### config.mk
export PLATFORM = sky130hd
export DESIGN_NAME = ttt_game_ctrl
export DESIGN_NICKNAME = d
export VERILOG_FILES = /design/src/rtl/ttt_game_ctrl.sv
export SDC_FILE = /design/constraint.sdc
export NUM_CORES = 1
export LEC_CHECK = 0
export CORE_AREA = 2 2 88 90
export DETAILED_ROUTE_END_ITERATION = 6
export DIE_AREA = 0 0 90 92
export DONT_BUFFER_PORTS = 1
export PLACE_DENSITY = 0.56
export SYNTH_ARGS = -nofsm -noshare
export SYNTH_HDL_FRONTEND = slang
export SYNTH_SLANG_ARGS = --single-unit
### constraint.sdc
create_clock -name clk -period 2.3 [get_ports clk]
set_clock_uncertainty 0.15 [all_clocks]
set_input_delay 0.115 -clock clk [delete_from_list [all_inputs] [get_ports clk]]
set_output_delay 0.115 -clock clk [all_outputs]
set_load 0.02 [all_outputs]
### src/rtl/ttt_game_ctrl.sv
//------------------------------------------------------------------------------
// Module      : ttt_game_ctrl
// Description : Tic-tac-toe game sequencer. Owns the 9-cell board, enforces
//               turn order, rejects moves on occupied cells, judges win/draw
//               after every move and steps through MAIN/PLAY/CHECK/RESULT.
// Revision    : 1.0 - initial release
//------------------------------------------------------------------------------
`default_nettype none

module ttt_game_ctrl #(
   parameter int RESULT_HOLD = 3000
) (
   input  logic        clk,
   input  logic        rst,
   input  logic        key_valid,
   input  logic [3:0]  key_code,
   output logic [17:0] board,
   output logic        turn_o,
   output logic        in_main,
   output logic [1:0]  result,
   output logic [8:0]  win_line,
   output logic        bad_move,
   output logic [3:0]  move_count
);

   localparam int c_HOLD_W = $clog2(RESULT_HOLD);
   localparam logic [c_HOLD_W-1:0] c_HOLD_LAST = c_HOLD_W'(RESULT_HOLD - 1);

   localparam logic [1:0] c_ST_MAIN   = 2'd0;
   localparam logic [1:0] c_ST_PLAY   = 2'd1;
   localparam logic [1:0] c_ST_CHECK  = 2'd2;
   localparam logic [1:0] c_ST_RESULT = 2'd3;

   // Cell masks of the 8 lines: 3 rows, 3 columns, 2 diagonals (bit i = cell i)
   localparam logic [8:0] c_LINES [0:7] = '{
      9'b000_000_111, 9'b000_111_000, 9'b111_000_000,
      9'b001_001_001, 9'b010_010_010, 9'b100_100_100,
      9'b100_010_001, 9'b001_010_100
   };

   logic [1:0]          state_q, state_d;
   logic [17:0]         board_q, board_d;
   logic                turn_q, turn_d;
   logic                in_main_q, in_main_d;
   logic [1:0]          result_q, result_d;
   logic [8:0]          win_line_q, win_line_d;
   logic                bad_move_q, bad_move_d;
   logic [3:0]          move_count_q, move_count_d;
   logic [c_HOLD_W-1:0] hold_q, hold_d;

   logic       w_key_start;
   logic       w_key_abort;
   logic       w_key_cell;
   logic [3:0] w_cell_idx;
   logic       w_cell_busy;
   logic [1:0] w_mark;
   logic [8:0] w_mine;
   logic [7:0] w_hit;
   logic [8:0] w_win_line;
   logic       w_win;

   assign w_key_start = key_valid && (key_code == 4'd10);
   assign w_key_abort = key_valid && (key_code == 4'd12);
   assign w_key_cell  = key_valid && (key_code >= 4'd1) && (key_code <= 4'd9);
   assign w_cell_idx  = key_code - 4'd1;

   // Mark of the player to move: X = 01, O = 10
   assign w_mark = turn_q ? 2'b10 : 2'b01;

   // Occupancy of the addressed cell
   always_comb begin
      w_cell_busy = 1'b0;
      for (int c = 0; c < 9; c++) begin
         if (w_cell_idx == 4'(c)) begin
            w_cell_busy = (board_q[2*c +: 2] != 2'b00);
         end
      end
   end

   generate
      for (genvar c = 0; c < 9; c++) begin : g_cell
         assign w_mine[c] = (board_q[2*c +: 2] == w_mark);
      end
      for (genvar l = 0; l < 8; l++) begin : g_line
         assign w_hit[l] = ((w_mine & c_LINES[l]) == c_LINES[l]);
      end
   endgenerate

   // Union of all lines completed by the mover (double lines are possible)
   always_comb begin
      w_win_line = 9'd0;
      for (int l = 0; l < 8; l++) begin
         if (w_hit[l]) begin
            w_win_line = w_win_line | c_LINES[l];
         end
      end
   end

   assign w_win = |w_hit;

   // State register
   always_ff @(posedge clk or posedge rst) begin
      if (rst) begin
         state_q <= c_ST_MAIN;
      end else begin
         state_q <= state_d;
      end
   end

   // Next-state decision
   always_comb begin
      state_d = state_q;
      case (state_q)
         c_ST_MAIN: begin
            if (w_key_start) state_d = c_ST_PLAY;
         end
         c_ST_PLAY: begin
            if (w_key_cell) begin
               if (!w_cell_busy) state_d = c_ST_CHECK;
            end else if (w_key_abort) begin
               state_d = c_ST_MAIN;
            end
         end
         c_ST_CHECK: begin
            if (w_win || (move_count_q == 4'd9)) state_d = c_ST_RESULT;
            else                                  state_d = c_ST_PLAY;
         end
         default: begin
            if (w_key_start || (hold_q == c_HOLD_LAST)) state_d = c_ST_MAIN;
         end
      endcase
   end

   // Datapath and output next values
   always_comb begin
      board_d      = board_q;
      turn_d       = turn_q;
      result_d     = result_q;
      win_line_d   = win_line_q;
      bad_move_d   = 1'b0;
      move_count_d = move_count_q;
      hold_d       = '0;
      case (state_q)
         c_ST_MAIN: begin
            if (w_key_start) begin
               board_d      = 18'd0;
               result_d     = 2'b00;
               win_line_d   = 9'd0;
               move_count_d = 4'd0;
               turn_d       = 1'b0;
            end
         end
         c_ST_PLAY: begin
            if (w_key_cell) begin
               if (w_cell_busy) begin
                  bad_move_d = 1'b1;
               end else begin
                  for (int c = 0; c < 9; c++) begin
                     if (w_cell_idx == 4'(c)) board_d[2*c +: 2] = w_mark;
                  end
                  move_count_d = move_count_q + 4'd1;
               end
            end else if (w_key_abort) begin
               board_d      = 18'd0;
               move_count_d = 4'd0;
               turn_d       = 1'b0;
            end
         end
         c_ST_CHECK: begin
            // A win takes priority over a full board
            if (w_win) begin
               result_d   = w_mark;
               win_line_d = w_win_line;
            end else if (move_count_q == 4'd9) begin
               result_d   = 2'b11;
            end else begin
               turn_d     = ~turn_q;
            end
         end
         default: begin
            if (state_d == c_ST_RESULT) hold_d = hold_q + c_HOLD_W'(1);
         end
      endcase
      in_main_d = (state_d == c_ST_MAIN);
   end

   // Registered outputs and hold counter
   always_ff @(posedge clk or posedge rst) begin
      if (rst) begin
         board_q      <= 18'd0;
         turn_q       <= 1'b0;
         in_main_q    <= 1'b1;
         result_q     <= 2'b00;
         win_line_q   <= 9'd0;
         bad_move_q   <= 1'b0;
         move_count_q <= 4'd0;
         hold_q       <= '0;
      end else begin
         board_q      <= board_d;
         turn_q       <= turn_d;
         in_main_q    <= in_main_d;
         result_q     <= result_d;
         win_line_q   <= win_line_d;
         bad_move_q   <= bad_move_d;
         move_count_q <= move_count_d;
         hold_q       <= hold_d;
      end
   end

   assign board      = board_q;
   assign turn_o     = turn_q;
   assign in_main    = in_main_q;
   assign result     = result_q;
   assign win_line   = win_line_q;
   assign bad_move   = bad_move_q;
   assign move_count = move_count_q;

endmodule

`default_nettype wire

* After elaboration in Yosys (flattened, before gate mapping)
Index checks and enable logic that the tools add are counted.
** Cells by class
- Reduce and logical (&&, ||, !) cells :: 36
- Bitwise logic cells :: 1
- Order comparisons :: 2
- Add/subtract/negate cells :: 3
- Equal/unequal tests :: 50
- Multiplexer cells :: 62
** Operators with widths (count)
- $mux W18 :: 4
- $mux W9 :: 5
- $reduce_and A5 Y1 :: 9
- $mux W2 :: 19
- $ne A3 B3 Y1 const B :: 12
- $pmux W18 S2 :: 1
- $eq A3 B3 Y1 const B :: 8
- $mux W12 :: 2
- $reduce_bool A2 Y1 :: 11
- $eq A2 B2 Y1 :: 9
- $pmux W9 S2 :: 1
- $mux W1 :: 17
- $eq A4 B3 Y1 const B :: 4
- $eq A4 B4 Y1 const B :: 4
- $mux W4 :: 4
- $mux W7 :: 2
- $add A12 B1 Y12 const B :: 1
- $eq A12 B12 Y1 const B :: 1
- $ne A2 B2 Y1 const B :: 6
- $eq A4 B2 Y1 const B :: 2
- $mux W8 :: 1
- $pmux W4 S2 :: 1
- $reduce_or A8 Y1 :: 1
- $mux W6 :: 1
- other kinds (21) :: 28
** Storage, ports and cells
- Output and inout port bits :: 36
- Bits in registers :: 50
- Word-level logic and storage cells :: 171
- Input bits :: 7

* Logic depth before layout (Yosys ltp)
- Word-level depth :: 17
- Gate-level depth with buffers :: 9
- Mapped depth without buffers :: 6

* Least setup slack after synthesis
Ideal clock, no wire load.
- Path type :: register to register
- From :: register board_q[4], in the netlist board[4]
- To :: register move_count_q[1], in the netlist move_count[1]
- Required time :: 2022 ps
- Path buffers :: 0
- Cell stages (with the launch flop) :: 6
- Slack :: -43 ps
- Arrival time :: 2065 ps
- Cell sequence :: dfrtp_1 or4_1 a211o_2 and2_4 nor3_4 mux2_1
** On the way
- Longest elaborated chain between the ends :: 10
** RTL lines
- start: declaration :: line 42 : logic [17:0] board_q, board_d;
- start signal: assignment :: line 199 : board_q <= board_d;
- $reduce_bool A2 Y1 :: line 75 : w_cell_busy = (board_q[2*c +: 2] != 2'b00);
- $mux W1 (7 in a row) :: line 74 : if (w_cell_idx == 4'(c)) begin
- $ne A3 B3 Y1 (no source line)
- $reduce_and A4 Y1 (no source line)
- end signal: assignment :: line 205 : move_count_q <= move_count_d;
- end: declaration :: line 48 : logic [3:0] move_count_q, move_count_d;
No other way between the ends.
A chain may end at the register's enable or synchronous reset.

* Worst setup path in the final report
- From :: register turn_q, in the netlist turn_o
- To :: register win_line_q[7], in the netlist win_line[7]
** On the way
- Longest elaborated chain between the ends :: 9
** RTL lines
- start: declaration :: line 43 : logic turn_q, turn_d;
- start signal: assignment :: line 200 : turn_q <= turn_d;
- $mux W2 * :: line 68 : assign w_mark = turn_q ? 2'b10 : 2'b01;
- $eq A2 B2 Y1 :: line 82 : assign w_mine[c] = (board_q[2*c +: 2] == w_mark);
- $eq A3 B3 Y1 :: line 85 : assign w_hit[l] = ((w_mine & c_LINES[l]) == c_LINES[l]);
- $mux W9 :: line 93 : if (w_hit[l]) begin
- $mux W8 :: line 93
- $mux W9 (2 in a row) :: line 93
- $mux W9 :: line 171 : if (w_win) begin
- $pmux W9 S2 :: line 143 : case (state_q)
- end signal: assignment :: line 203 : win_line_q <= win_line_d;
- end: declaration :: line 46 : logic [8:0] win_line_q, win_line_d;
Every way passes the cells marked *; elsewhere a longest branch is shown, timed or not. The select of a mux whose other input is x is not followed.

==> flow_summary.json <==
{
  "synth_edf_count": 0,
  "p_seq_share_pct": 39.5,
  "ir_worst_vdd_uv": 308.7,
  "crit_path_end_kind": "flip-flop",
  "fill_cells": 729,
  "wl_um": 7468,
  "track_usage_pct": 18.32,
  "antenna_found_initial": 0,
  "die_h_um": 92,
  "routed_via_density": 5.510,
  "crit_arrival_ns": 2.31,
  "drt_iter0_drc": 110,
  "p_int_mw": 2.297,
  "dp_hpwl_um": 5485,
  "synth_xor_area_share_pct": 3.055,
  "switchingPower_mw": 1.697,
  "h-tree-depth": 2,
  "area_growth_pct": 20.56,
  "numClockSinks": 50,
  "comb_power_share_pct": 43.4,
  "syn-num-nets": 316,
  "cts.path.max_buffers": 2,
  "fmax_mhz": 442.2,
  "fin_crit_sh_pct": 98.33,
  "grt_pass1_vias": 2401,
  "yosys_warnings": 0,
  "port_buffers": 0,
  "cp-start-kind": "flip-flop",
  "cts_buffers": 5,
  "netlist_top_cells_area": "dfrtp_1, a22o_1, nand2_1, nor2_1, nand2b_1",
  "synth_largest_area_cell": "dfrtp_1",
  "p_per_area_nw_per_um2": 1156,
  "grt_start_max_net_pins": 25,
  "synth_compound_area_share_pct": 24.75,
  "die_w_um": 90,
  "core-area_um2": 7447,
  "async_flop_share_pct": 100.0,
  "insertedDiodeCount": 0,
  "syn_area_um2": 2866,
  "hold_path_class": "input pin to flip-flop",
  "drt_pre_antenna_iters": 4,
  "ant_nets": 0,
  "worstPathMaxFanout": 9,
  "final_cell_mix": "dfrtp_1, buf_4, nand2_1",
  "drive_gt1_share_pct": 21.16,
  "critPathKind": "flip-flop to flip-flop",
  "cap_violations": 0,
  "grt_first_pass_wirelength_um": 12350,
  "post_drt_wl_per_cell_um": 16.71,
  "whs_ns": 0.02784,
  "fin_nets": 354,
  "cts_tree": "yes",
  "synth_cell_type_count": 62,
  "fin_tns_setup_ns": 0,
  "synth.area.mux_share_pct": 0.3928,
  "worstMarginPinSlew_ns": 0.4930,
  "vias": 2463,
  "layout_commonest_cell": "dfrtp_1",
  "synth_top_family_by_area": "compound AO/OA/AOI/OAI gates",
  "ioPinCount": 43,
  "start_util_pct": 38.49,
  "clk_pin_slew_ns": 0.10,
  "die_area_um2": 8280,
  "overflow": 0,
  "std_cell_rows": 32,
  "p_leak_nw": 1.455,
  "clk_latency_ns": 0.31,
  "synth_top_area_share_pct": 42.78,
  "status": "completed",
  "synthFlopType": "dfrtp_1",
  "finalWeightedCongestion": 0.8330,
  "synthSimpleGateAreaFrac_pct": 22.87,
  "cts-root-buf": "clkbuf_8",
  "switching_share_pct": 42.49,
  "period_minus_slack_ns": 2.261,
  "avgSynthCellArea_um2": 9.368,
  "relSlewSlack_pct": 67.08,
  "ys_seq_elements": 50,
  "syn_inst": 306,
  "drc": 0,
  "rsz0062_at_grt": "true",
  "synth_fa_ha_area_share_pct": 1.309,
  "required_ns": 2.35,
  "report.final.slew_viol_count": 0,
  "yosysSeqAreaShare_pct": 43.69,
  "setup_viol_count_final": 0,
  "p_clk_share_pct": 17.1,
  "hold_violations": 0
}
stage by stage:
step / setup WS (ns) / instances / total power [mW] / util, % / area (um2)
finish: 0.03852 / 447 / 3.993 / 46.40 / 3456
global route: -0.06589 / 447 / 4.247 / 46.40 / 3456
CTS: 0.01381 / 443 / 3.941 / 45.41 / 3382
detailed placement: 0.03772 / 430 / 3.250 / 43.11 / 3211
global placement: 0.07191 / 430 / 3.230 / 43.11 / 3211
floorplan: 0.02677 / 306 / 2.607 / - / 2884
timing repair:
item,in CTS,in global routing
hold endpoints to repair,34,0
hold buffers,5,0
gates resized for setup,0,13
setup buffers,0,4
endpoints found under the setup margin,0,18
cell type report:
class	instances	area [um2]	share of cell area (%)
tap	102	127.6	3.693
sequential	50	1256	36.35
clock inverter	2	38.79	1.122
clock buffer	6	82.58	2.390
multi-input combinational	230	1546	44.75
inverter	13	48.80	1.412
timing repair buffer	44	355.3	10.28
per-layer routing:
metal / GRT usage [%] / wire length [um] / vias to the layer above
met3: 4.684 / 418 / 8
met4: 5.897 / 99 / 0
met2: 29.57 / 3519 / 61
met5: 0 / 0 / -
li1: - / - / 1195
met1: 24.18 / 3430 / 1199
synth_stat cells, types with 7 or more instances:
cell       n
inv_1     13
o21ai_0   17
nor2_1    26
nand2b_1  14
a22o_1    17
nand2_1   30
nand3_1   10
xnor2_1    7
dfrtp_1   49
a21oi_1   12
o22ai_1   10
worst max-delay path, cell delays in order, from the launching register on:
cell,delay (ns)
dfrtp_2,0.47
or3b_1,0.44
o22ai_1,0.26
o21ai_2,0.13
a41oi_2,0.27
nor2_2,0.13
a2bb2o_1,0.30
logic make-up (layout without fill, tap and decap cells):
group	count (synthesis)	in the layout
multiplexers	1	1
adder cells (fa/ha/maj)	3	3
AND/OR/NAND/NOR	121	121
flip-flops	50	50
AO/OA/AOI/OAI	95	95
buffers and inverters	26	65
XOR/XNOR	10	10
sequential cells by signal (all words and copies together), names as in the netlist:
register    cells
board          18
hold_q         12
win_line        9
move_count      4
result          2
state_q         2
bad_move        1
in_main         1
turn_o          1
power groups by stage:
stage | logic, mW | clock network [mW] | registers (mW)
floorplan | 0.906 | 0 | 1.70
global placement | 1.64 | 0 | 1.59
detailed placement | 1.66 | 0 | 1.59
CTS | 1.67 | 0.693 | 1.58
global route | 1.90 | 0.721 | 1.63
finish | 1.73 | 0.681 | 1.58
worst paths after layout:
| path | depth (start not counted) | from | to | slack [ns] |
|---|---|---|---|---|
| worst max-delay path | 6 | turn_o | win_line[7] | 0.04 |
| worst min-delay path | 4 | key_code[1] | board[1] | 0.03 |
| worst max register to register | 6 | turn_o | win_line[7] | 0.04 |
| worst min register to register | 1 | hold_q[0] | hold_q[0] | 0.35 |
| max in group asynchronous | 3 | rst | in_main | 1.17 |
| min in group asynchronous | 2 | rst | win_line[1] | 0.13 |
Note: power is estimated with default switching activity, not from simulation.
